===== src/rtl/mips_pkg.sv =====
// Shared MIPS pipeline definitions: branch encodings, exception cause codes,
// and the EX/MEM control FSM states.
package mips_pkg;

  // Branch field encodings carried with the EX instruction
  localparam logic [1:0] BR_NONE = 2'b00;
  localparam logic [1:0] BR_BEQ  = 2'b01;
  localparam logic [1:0] BR_BNE  = 2'b10;

  // Exception cause codes
  localparam logic [4:0] EXC_OV  = 5'd12;

  // EX/MEM stage control states
  typedef enum logic [0:0] {
    ST_RUN       = 1'b0,
    ST_TRAP_WAIT = 1'b1
  } ex_state_e;

  // Branch resolution from the encoded branch type and the ALU zero flag.
  // The reserved encoding resolves as not-taken.
  function automatic logic br_resolve(input logic [1:0] br, input logic zero);
    logic taken;
    case (br)
      BR_BEQ:  taken = zero;
      BR_BNE:  taken = !zero;
      default: taken = 1'b0;
    endcase
    return taken;
  endfunction

endpackage


===== src/rtl/ex_mem_stage.sv =====
// EX/MEM pipeline register. Captures the ALU outputs with the instruction's
// control bits, resolves BEQ/BNE into a one-cycle redirect pulse, and raises
// the signed-overflow exception, holding EX off until it is acknowledged.
module ex_mem_stage
  import mips_pkg::*;
#(
  parameter int         DATA_W = 32,
  parameter int         REG_AW = 5,
  parameter logic [4:0] EXC_OV = mips_pkg::EXC_OV
) (
  input  logic              clk,
  input  logic              rst,
  input  logic              ex_valid,
  output logic              ex_ready,
  input  logic [DATA_W-1:0] ex_pc,
  input  logic [DATA_W-1:0] ALU_DC,
  input  logic              ALU_Zero,
  input  logic              ALU_OverFlow,
  input  logic              ex_ov_trap,
  input  logic [DATA_W-1:0] ex_store_data,
  input  logic [REG_AW-1:0] ex_rd,
  input  logic              ex_reg_write,
  input  logic              ex_mem_read,
  input  logic              ex_mem_write,
  input  logic [1:0]        ex_branch,
  input  logic [DATA_W-1:0] ex_br_target,
  input  logic              mem_stall,
  input  logic              flush,
  input  logic              exc_ack,
  output logic              mem_valid,
  output logic              mem_reg_write,
  output logic              mem_mem_read,
  output logic              mem_mem_write,
  output logic [DATA_W-1:0] mem_alu_result,
  output logic [DATA_W-1:0] mem_store_data,
  output logic [REG_AW-1:0] mem_rd,
  output logic              br_taken,
  output logic [DATA_W-1:0] br_target,
  output logic              exc_req,
  output logic [DATA_W-1:0] exc_epc,
  output logic [4:0]        exc_cause
);

  ex_state_e state_r;
  ex_state_e state_nxt_s;

  logic fire_s;       // EX instruction accepted and not killed
  logic trap_s;       // accepted instruction overflowed and must trap
  logic capture_s;    // accepted instruction proceeds to MEM
  logic is_branch_s;  // BEQ/BNE: never writes registers or memory
  logic taken_s;      // branch condition satisfied
  logic ack_s;        // handler acknowledges a pending exception

  // EX may hand over only when MEM can move and no exception is pending
  assign ex_ready = !mem_stall && (state_r == ST_RUN);

  // Qualify the incoming instruction and decode branch/trap conditions
  always_comb begin
    fire_s      = 1'b0;
    trap_s      = 1'b0;
    capture_s   = 1'b0;
    is_branch_s = 1'b0;
    taken_s     = 1'b0;
    ack_s       = 1'b0;

    fire_s    = ex_valid && ex_ready && !flush;
    trap_s    = fire_s && ex_ov_trap && ALU_OverFlow;
    capture_s = fire_s && !trap_s;
    taken_s   = br_resolve(ex_branch, ALU_Zero);
    ack_s     = (state_r == ST_TRAP_WAIT) && exc_ack;

    case (ex_branch)
      BR_BEQ:  is_branch_s = 1'b1;
      BR_BNE:  is_branch_s = 1'b1;
      default: is_branch_s = 1'b0;
    endcase
  end

  // Next-state logic: an overflow trap parks the stage until acknowledged
  always_comb begin
    state_nxt_s = state_r;
    case (state_r)
      ST_RUN: begin
        if (trap_s) begin
          state_nxt_s = ST_TRAP_WAIT;
        end else begin
          state_nxt_s = ST_RUN;
        end
      end
      ST_TRAP_WAIT: begin
        if (exc_ack) begin
          state_nxt_s = ST_RUN;
        end else begin
          state_nxt_s = ST_TRAP_WAIT;
        end
      end
      default: state_nxt_s = ST_RUN;
    endcase
  end

  // FSM state register
  always_ff @(posedge clk) begin
    if (rst) begin
      state_r <= ST_RUN;
    end else begin
      state_r <= state_nxt_s;
    end
  end

  // EX->MEM pipeline register: hold on stall, bubble when nothing is captured
  always_ff @(posedge clk) begin
    if (rst) begin
      mem_valid      <= 1'b0;
      mem_reg_write  <= 1'b0;
      mem_mem_read   <= 1'b0;
      mem_mem_write  <= 1'b0;
      mem_alu_result <= '0;
      mem_store_data <= '0;
      mem_rd         <= '0;
      br_taken       <= 1'b0;
      br_target      <= '0;
    end else if (mem_stall) begin
      // MEM keeps its instruction; a redirect must not repeat while frozen
      br_taken <= 1'b0;
    end else begin
      mem_valid     <= capture_s;
      mem_reg_write <= capture_s && !is_branch_s && ex_reg_write;
      mem_mem_read  <= capture_s && !is_branch_s && ex_mem_read;
      mem_mem_write <= capture_s && !is_branch_s && ex_mem_write;
      br_taken      <= capture_s && taken_s;
      if (capture_s) begin
        mem_alu_result <= ALU_DC;
        mem_store_data <= ex_store_data;
        mem_rd         <= ex_rd;
        br_target      <= ex_br_target;
      end
    end
  end

  // Exception reporting: set on trap, cleared by acknowledge, else held
  always_ff @(posedge clk) begin
    if (rst) begin
      exc_req   <= 1'b0;
      exc_epc   <= '0;
      exc_cause <= 5'd0;
    end else if (trap_s) begin
      exc_req   <= 1'b1;
      exc_epc   <= ex_pc;
      exc_cause <= EXC_OV;
    end else if (ack_s) begin
      exc_req   <= 1'b0;
      exc_cause <= 5'd0;
    end
  end

endmodule


===== config.mk =====
export PLATFORM = sky130hd
export DESIGN_NAME = ex_mem_stage
export DESIGN_NICKNAME = d
export VERILOG_FILES = /design/src/rtl/mips_pkg.sv /design/src/rtl/ex_mem_stage.sv
export SDC_FILE = /design/constraint.sdc
export NUM_CORES = 1
export LEC_CHECK = 0
export BUFFER_PORTS_ARGS = -buffer_cell sky130_fd_sc_hd__buf_2
export CAP_MARGIN = 20
export CORE_MARGIN = 2
export CORE_UTILIZATION = 45
export CTS_CLUSTER_DIAMETER = 150
export DETAILED_ROUTE_END_ITERATION = 8
export GPL_TIMING_DRIVEN = 1
export HOLD_SLACK_MARGIN = 0.12
export PLACE_DENSITY = 0.88
export RECOVER_POWER = 100
export SLEW_MARGIN = 20
export SYNTH_ARGS = -nofsm -noshare
export SYNTH_HDL_FRONTEND = slang
export SYNTH_SLANG_ARGS = --single-unit

===== constraint.sdc =====
create_clock -name clk -period 1.9 [get_ports clk]
set_input_delay 0.19 -clock clk [delete_from_list [all_inputs] [get_ports clk]]
set_output_delay 0.19 -clock clk [all_outputs]
set_load 0.005 [all_outputs]

Yosys cells after proc, flatten, opt, wreduce, memory -nomap -nowiden. Cells that the tools add are included.

Equal/unequal tests: 2. Muxes and demuxes: 9. Bitwise gates (word level): 2. Reductions and logical operators: 21.

Operators with widths (number): $logic_and 1x1->1 (12); $mux 4 (2); $logic_not 1->1 (5); $mux 1 (5); $pmux 1 s2 (2); $reduce_or 2->1 (2); $eq 2x1->1 const B (1); $eq 2x2->1 const B (1); $not 1->1 (2); $reduce_and 2->1 (1); $reduce_bool 2->1 (1).

Register bits after elaboration: 142. Output and inout port bits: 145. Word-level logic and storage cells: 47.

Longest topological paths before layout. Gate-level depths: netlist of run 1.

Depth after elaboration: 10. Mapped depth: 7.

Worst setup path before layout of run 1. OpenSTA, ideal clock, no wires.

Path type: register -> register. Start: register state_r. End: register exc_epc[21]. Setup time: 0.132 ns. Data arrival time: 1.283 ns. Required time: 1.768 ns. Setup slack: 0.485 ns. Cell stages (with the launch flop): 5. Period minus slack after synthesis: 1.415 ns. Path through: dfxtp_1 > or4b_4 > clkbuf_1 > o21ai_0 > a21oi_1.

Longest elaborated chain between the ends: 6.

RTL lines: start: declaration (line ex_mem_stage.sv:44) `ex_state_e state_r;`; start signal: assignment (line ex_mem_stage.sv:106) `state_r <= state_nxt_s;`; $not 1->1; $logic_and 1x1->1 (line ex_mem_stage.sv:55) `assign ex_ready = !mem_stall && (state_r == ST_RUN);`; $logic_and 1x1->1 (2 in series) (line ex_mem_stage.sv:66) `fire_s = ex_valid && ex_ready && !flush;`; $logic_and 1x1->1 (2 in series) (line ex_mem_stage.sv:67) `trap_s = fire_s && ex_ov_trap && ALU_OverFlow;`; end signal: assignment (line ex_mem_stage.sv:148) `exc_epc <= ex_pc;`; end: declaration (line ex_mem_stage.sv:40) `output logic [DATA_W-1:0] exc_epc,`.

Every way passes these cells. A chain may end at the register's enable or synchronous reset.

Worst setup path in the final report of run 1.
Start: register state_r. End: register mem_mem_read.

Longest elaborated chain between the ends: 10.

RTL lines: $not 1->1 (*); $logic_and 1x1->1 (*) (line ex_mem_stage.sv:55); $logic_and 1x1->1 (*) (2 in series) (line ex_mem_stage.sv:66); $logic_and 1x1->1 (2 in series) (line ex_mem_stage.sv:67); $logic_not 1->1 (line ex_mem_stage.sv:68) `capture_s = fire_s && !trap_s;`; $logic_and 1x1->1 (*) (line ex_mem_stage.sv:68); $logic_and 1x1->1 (*) (2 in series) (line ex_mem_stage.sv:128) `mem_mem_read <= capture_s && !is_branch_s && ex_mem_read;`; end signal: assignment (line ex_mem_stage.sv:128); end: declaration (line ex_mem_stage.sv:32) `output logic mem_mem_read,`.

Every way passes the cells marked *; elsewhere a longest branch is shown, timed or not.

==> results.toml, run 1 <==
[sta]
hold_violations = 0
clock_skew_ns = 0.009908
finalMaxSlewViolations = 0
max_freq_ghz = 0.5426
finalSetupTns_ns = 0
post-route-period-util = 0.9700
setup_viol = 0
final_period_minus_worst_setup_slack_ns = 1.843

[worst_setup_path]
worstReg2RegEnd = "mem_mem_read"
critical-path-slowest-cell = "sky130_fd_sc_hd__dlygate4sd3_1"
worst-path-max-fanout = 10
critical_path_cell_by_cell = "nor4b_4 -> buf_12 -> nand4_1 -> a21oi_1 -> dlygate4sd3_1"
timing.setup.critical_path_class = "reg -> reg"
setup.worst_path.end_class = "flop"
regToRegSetupSlack_ns = 0.06
critical_path.max_stage_delay_ns = 0.58
timing.critical_path.from = "state_r"
cp-start-kind = "flop"
timing.reg2reg.worst_path_depth = 5
crit_required_ns = 2.24
worstPathArrival_ns = 2.19
timing.rr.start = "state_r"

[global_route]
grt_util_met2 = 0.5459
grt_antenna_before_repair = 0
groute.layer.met1.usage = 0.3490
grt_busiest_layer = "met2"
gr-usage-all-layers = 0.3137
globalRouteOverflowTotal = 0
grt_start_max_net_pins = 66
first_pass_grt_wire_length_um = 35470
via_count_of_the_first_global_routing_pass = 6722
groute.layer.met3.usage = 0.08639

[final_layout]
multi_input_area_mm2 = 0.002733
most-common-layout-cells = "183 x sky130_fd_sc_hd__buf_2, 141 x sky130_fd_sc_hd__dlygate4sd3_1, 140 x sky130_fd_sc_hd__dfxtp_1"
layout.core_utilization = 0.7430
antenna_cells_inserted = 0
nNetsFinal = 1191
layout.cells.most_common = "sky130_fd_sc_hd__buf_2"
fraction_of_layout_cells_with_a_size_suffix_above_1 = 0.3261
fill_cells = 873
layout.area.seq_mm2 = 0.002803
area_growth_syn_to_layout_pct = 60.20

[die]
die_area_mm2 = 0.01404
num_rows = 41
io_pins = 292
floorplan.die.height_um = 118.5
fp.coreArea_mm2 = 0.01272
initial_core_util = 0.4638
die_width_um = 118.5

[pwr]
p_per_area_mw_per_mm2 = 793.7
p_leak_uw = 0.003851
power.ir.vdd_worst_mv = 0.4907

[synth]
synth-seq-cells = 140
synthesis.area_mm2 = 0.005901
synth_adder_area_share = 0.004241
combinational_family_with_the_most_area_after_synthesis = "compound AO/OA/AOI/OAI gates"
synth-compound-area-share = 0.3164
synth_top_area_frac = 0.4750
synth_top_cell_by_area = "sky130_fd_sc_hd__dfxtp_1"
synth_sequential_area_ratio = 0.4750
yosys-top-cells-area = "sky130_fd_sc_hd__dfxtp_1 47%, sky130_fd_sc_hd__a21bo_2 17%, sky130_fd_sc_hd__a21oi_1 12%, sky130_fd_sc_hd__nand3_1 8.7%, sky130_fd_sc_hd__nand4_1 3.7%"
synthMuxAreaShare = 0.001696
synth.yosys.warnings = 0
yosys.cell_types.count = 21
number_of_instances_in_the_synthesized_netlist = 652
post_synth_xor_area_fraction = 0
synthSimpleGateAreaFrac = 0.1376
synth_area_per_inst_um2 = 9.050

[clocking]
worstSkewPairLatency_ns = 0.41
clkSlewWorstSetupHoldPaths_ns = 0.06
clock-root-buffer = "sky130_fd_sc_hd__clkbuf_16"
cts_tree = "yes"
cts_inserted_buffers = 17
cts_max_level = 4
post_cts_resize_count = 0
cts.sinks = 140
cts_max_path_buffers = 2

[placement]
port_buffers = 288
routability_cong = 0.8169
detailedPlacementHpwl_um = 11510

[detailed_routing]
antenna_left = 0
drc = 0
drt-vias-per-instance = 5.669
mean_routed_wirelength_per_cell_um = 19.08
routed_wl_um = 23410
route.vias.total = 6956
detailedRoute.firstPassIterationCount = 5
detailedRoute.firstIterationViolations = 780

[worst_hold_path]
hp-start = "ex_branch[0]"
worstHoldEndpoint = "br_taken"
class_of_the_most_critical_hold_timing_path = "in -> reg"
whs_path_depth = 4

[flow_run]
max_cap_viol_count = 0

[run_status]
result_of_the_run = "completed"
-- final cells by class --
cell class	instances	area share
clock buffer	22	0.05228
clock inverter	10	0.01430
inverter	2	0.0007942
multi-input combinational	428	0.2891
sequential	140	0.2965
tap	172	0.02277
timing repair buffer	453	0.3243
-- metrics by stage --
stage | std cells | worst slack [ns] | total power [uW] | hold slack (ns) | cell area (um2)
2_1_floorplan | 654 | 0.4845 | 3451 | 0.3260 | 5908
3_3_place_gp | 1050 | 0.3443 | 3758 | 0.4356 | 7477
3_5_place_dp | 1050 | 0.2730 | 3771 | 0.4477 | 7477
4_1_cts | 1223 | 0.06531 | 7449 | 0.2382 | 9518
5_1_grt | 1227 | -0.009540 | 7728 | 0.2673 | 9453
6_report | 1227 | 0.05702 | 7503 | 0.2506 | 9453
-- sequential cells by signal, summed over array words and instances (netlist names), 5 cells and up --
name and cells:
br_target 32, exc_epc 32, mem_alu_result 32, mem_rd 5, mem_store_data 32
-- cell usage after synthesis --
master / count
sky130_fd_sc_hd__clkbuf_1: 48
sky130_fd_sc_hd__o21ai_0: 27
sky130_fd_sc_hd__o21ai_1: 5
sky130_fd_sc_hd__nor3_1: 1
sky130_fd_sc_hd__or4b_4: 1
sky130_fd_sc_hd__buf_2: 28
sky130_fd_sc_hd__dfxtp_1: 140
sky130_fd_sc_hd__a21oi_1: 139
sky130_fd_sc_hd__nor4b_4: 1
sky130_fd_sc_hd__nand2_1: 8
sky130_fd_sc_hd__ha_1: 2
sky130_fd_sc_hd__buf_4: 6
sky130_fd_sc_hd__buf_1: 2
sky130_fd_sc_hd__inv_1: 2
sky130_fd_sc_hd__mux2i_1: 1
sky130_fd_sc_hd__nand3_1: 102
sky130_fd_sc_hd__conb_1: 1
sky130_fd_sc_hd__nand4_1: 35
sky130_fd_sc_hd__nor2_1: 1
sky130_fd_sc_hd__a21bo_2: 101
sky130_fd_sc_hd__nand2b_1: 1
-- layer usage --
metal / routed length [um] / part of all wire
met1: 8405 / 0.36
met5: 0 / 0
met4: 1022 / 0.044
met3: 2242 / 0.096
met2: 11740 / 0.50
-- worst max-delay path: cells and delay by family, from the launching register on --
| kind | cells | cell delay [ns] |
|---|---|---|
| buf+inv | 2 | 0.79 |
| compound gates | 1 | 0.18 |
| simple gates | 2 | 0.45 |
| flops | 1 | 0.37 |
-- worst max-delay path by stage --
stage                          to  depth (start not counted)
3_3_place_gp   mem_store_data[26]                          6
3_5_place_dp           exc_epc[6]                          6
2_1_floorplan         exc_epc[21]                          4
5_1_grt              mem_mem_read                          5
4_1_cts              mem_mem_read                          5
6_report             mem_mem_read                          5
-- kinds of logic (layout without fill, tap and decap cells) --
kind of cell	Yosys count	count (layout)
and+or+nand+nor	150	150
adders and majority gates	2	2
other	1	3
DFF	140	140
AOI/OAI and AO/OA	272	272
buffers and inverters	86	487
muxes	1	1
-- power by group --
group	switching [uW]	total, uW	internal (uW)
clock	1260	3500	2240
sequential	40.9	3050	3010
combinational	451	951	500
total	1750	7500	5750
-- repair_timing --
| item | in CTS | in global routing |
|---|---|---|
| endpoints found under the hold margin | 140 | 0 |
| endpoints found under the setup margin | 0 | 1 |
| setup buffers | 0 | 2 |
| hold buffers | 141 | 0 |
No activity file was read; power rests on OpenSTA's default activity.
==> run 2, diff against run 1 <==
==> constraint.sdc (replaced) <==
create_clock -name clk -period 2 [get_ports clk]
set_input_delay 0.2 -clock clk [delete_from_list [all_inputs] [get_ports clk]]
set_output_delay 0.2 -clock clk [all_outputs]
set_load 0.005 [all_outputs]
==> run 2 against run 1 <==
Compared with the run above:
- first-iteration DRC count is 13% lower
- register-to-register slack better by 0.08 ns
- clock skew is 0.0029 ns lower
- non-clock buffer count is 6 lower
- count of clock-buffer cells in the layout is 1 lower
- wire length is 4.9% lower
- die area stayed put
- clock power is 4% lower
- critical path type is now in -> reg
- largest cell class unchanged
- largest power group unchanged
- highest routed layer unchanged
==> results.toml, run 2 (same netlist as run 1, synthesis figures left out) <==
[final_layout]
layout.core_utilization = 0.7366
area_growth_syn_to_layout_pct = 58.82
nNetsFinal = 1185
fraction_of_layout_cells_with_a_size_suffix_above_1 = 0.3311
fill_cells = 873
layout.cells.most_common = "sky130_fd_sc_hd__buf_2"
most-common-layout-cells = "192 x sky130_fd_sc_hd__buf_2, 140 x sky130_fd_sc_hd__dfxtp_1, 140 x sky130_fd_sc_hd__dlygate4sd3_1"
post-route-cell-area_mm2 = 0.009371

[detailed_routing]
route.vias.total = 6817
detailedRoute.firstPassIterationCount = 5
drc = 0
antenna_left = 0
detailedRoute.firstIterationViolations = 680
routed_wl_um = 22250
mean_routed_wirelength_per_cell_um = 18.23
drt-vias-per-instance = 5.583

[worst_setup_path]
timing.critical_path.mode_cell = "sky130_fd_sc_hd__dlygate4sd3_1"
timing.setup.critical_path_class = "in -> reg"
critical_path_cell_by_cell = "dlygate4sd3_1 -> buf_2 -> nor4b_4 -> buf_12 -> nand4_1 -> a21oi_2 -> dlygate4sd3_1"
cp-start-kind = "primary input"
critical_path.max_stage_delay_ns = 0.58
setup.worst_path.end_class = "flop"
worst-path-max-fanout = 16
critical-path-slowest-cell = "sky130_fd_sc_hd__dlygate4sd3_1"
crit_required_ns = 2.35
worstPathArrival_ns = 2.29

[sta]
finalSetupTns_ns = 0
finalMaxSlewViolations = 0
max_freq_ghz = 0.5133
final_period_minus_worst_setup_slack_ns = 1.948
hold_violations = 0
clock_skew_ns = 0.007040
holdWs_ns = 0.2613
post-route-period-util = 0.9742
setup_viol = 0

[global_route]
groute.layer.met1.usage = 0.3335
gr-usage-all-layers = 0.3062
via_count_of_the_first_global_routing_pass = 6659
grt_antenna_before_repair = 1
globalRouteOverflowTotal = 0
first_pass_grt_wire_length_um = 34640
grt_busiest_layer = "met2"
groute.layer.met3.usage = 0.08542
grt_util_met2 = 0.5303
grt_start_max_net_pins = 117

[clocking]
clock-root-buffer = "sky130_fd_sc_hd__clkbuf_16"
worstSkewPairLatency_ns = 0.41
cts_max_level = 4
cts_max_path_buffers = 2
cts_tree = "yes"
cts_inserted_buffers = 17
clkSlewWorstSetupHoldPaths_ns = 0.06
cts.sinks = 140

[placement]
port_buffers = 288
detailedPlacementHpwl_um = 10860
routability_cong = 0.8069
placement.cell_area_mm2 = 0.007417

[die]
die_area_mm2 = 0.01404
die_width_um = 118.5
io_pins = 292
num_rows = 41
floorplan.die.height_um = 118.5
initial_core_util = 0.4638
fp.coreArea_mm2 = 0.01272

[pwr]
power.ir.vdd_worst_mv = 0.4935
p_leak_uw = 0.003833
p_per_area_mw_per_mm2 = 761.1

[flow_run]
max_cap_viol_count = 0

[worst_hold_path]
class_of_the_most_critical_hold_timing_path = "in -> reg"

[run_status]
result_of_the_run = "completed"
[run 2: cell types whose count changed in the layout (fill, tap and decap cells not counted), sizes merged]
cell         delta
dlygate4sd3     -1
diode           +1
clkinvlp        +1
clkinv          -2
bufinv          +1
clkbuf          -9
buf             +3
[run 2: per-stage QoR]
step	setup slack [ns]	power [uW]	std cells
2_1_floorplan	0.5845	3278	654
3_3_place_gp	0.3867	3560	1047
3_5_place_dp	0.3512	3569	1047
4_1_cts	0.07842	7116	1218
5_1_grt	-0.01036	7361	1221
6_report	0.05165	7133	1221
[run 2: area by class of cell]
cell class                 count  area, um2  area share
antenna                        1      2.502   0.0002670
tap                          172      215.2     0.02296
inverter                       2      7.507   0.0008011
sequential                   140       2803      0.2991
multi-input combinational    428       2736      0.2920
clock buffer                  21      470.5     0.05020
clock inverter                10      162.7     0.01736
timing repair buffer         447       2974      0.3174
[run 2: report_power, final]
group	switching [uW]	internal (uW)	leakage [uW]	total [uW]
Combinational	416	460	0.00239	876
Sequential	36.5	2860	0.00113	2900
Clock	1180	2180	0.000306	3360
[run 2: worst max-delay path, delay by kind of cell]
| family | cells | cell delay (ns) |
|---|---|---|
| buffers and inverters | 4 | 1.50 |
| and+or+nand+nor | 2 | 0.42 |
| AOI/OAI and AO/OA | 1 | 0.17 |
[run 2: repair_timing]
item / in CTS / in global routing
hold buffers: 140 / 0
endpoints found under the hold margin: 140 / 0
gates resized for setup: 0 / 1
endpoints found under the setup margin: 0 / 2
buffers inserted: 0 / 1
[run 2: final timing paths]
check	start	end	slack, ns	cells after the start
setup reg to reg	state_r	mem_mem_write	0.14	5
hold / removal	rst	mem_alu_result[2]	0.26	2
hold reg to reg	exc_epc[15]	exc_epc[15]	0.48	2
setup / recovery	mem_stall	mem_mem_write	0.05	7
[run 2: per-layer routing]
metal	wire, um	vias to the layer above	share of wire
met5	0	-	0
met4	1146	0	0.051
met3	1993	96	0.090
met2	10990	438	0.49
met1	8122	3169	0.36
li1	-	3114	-
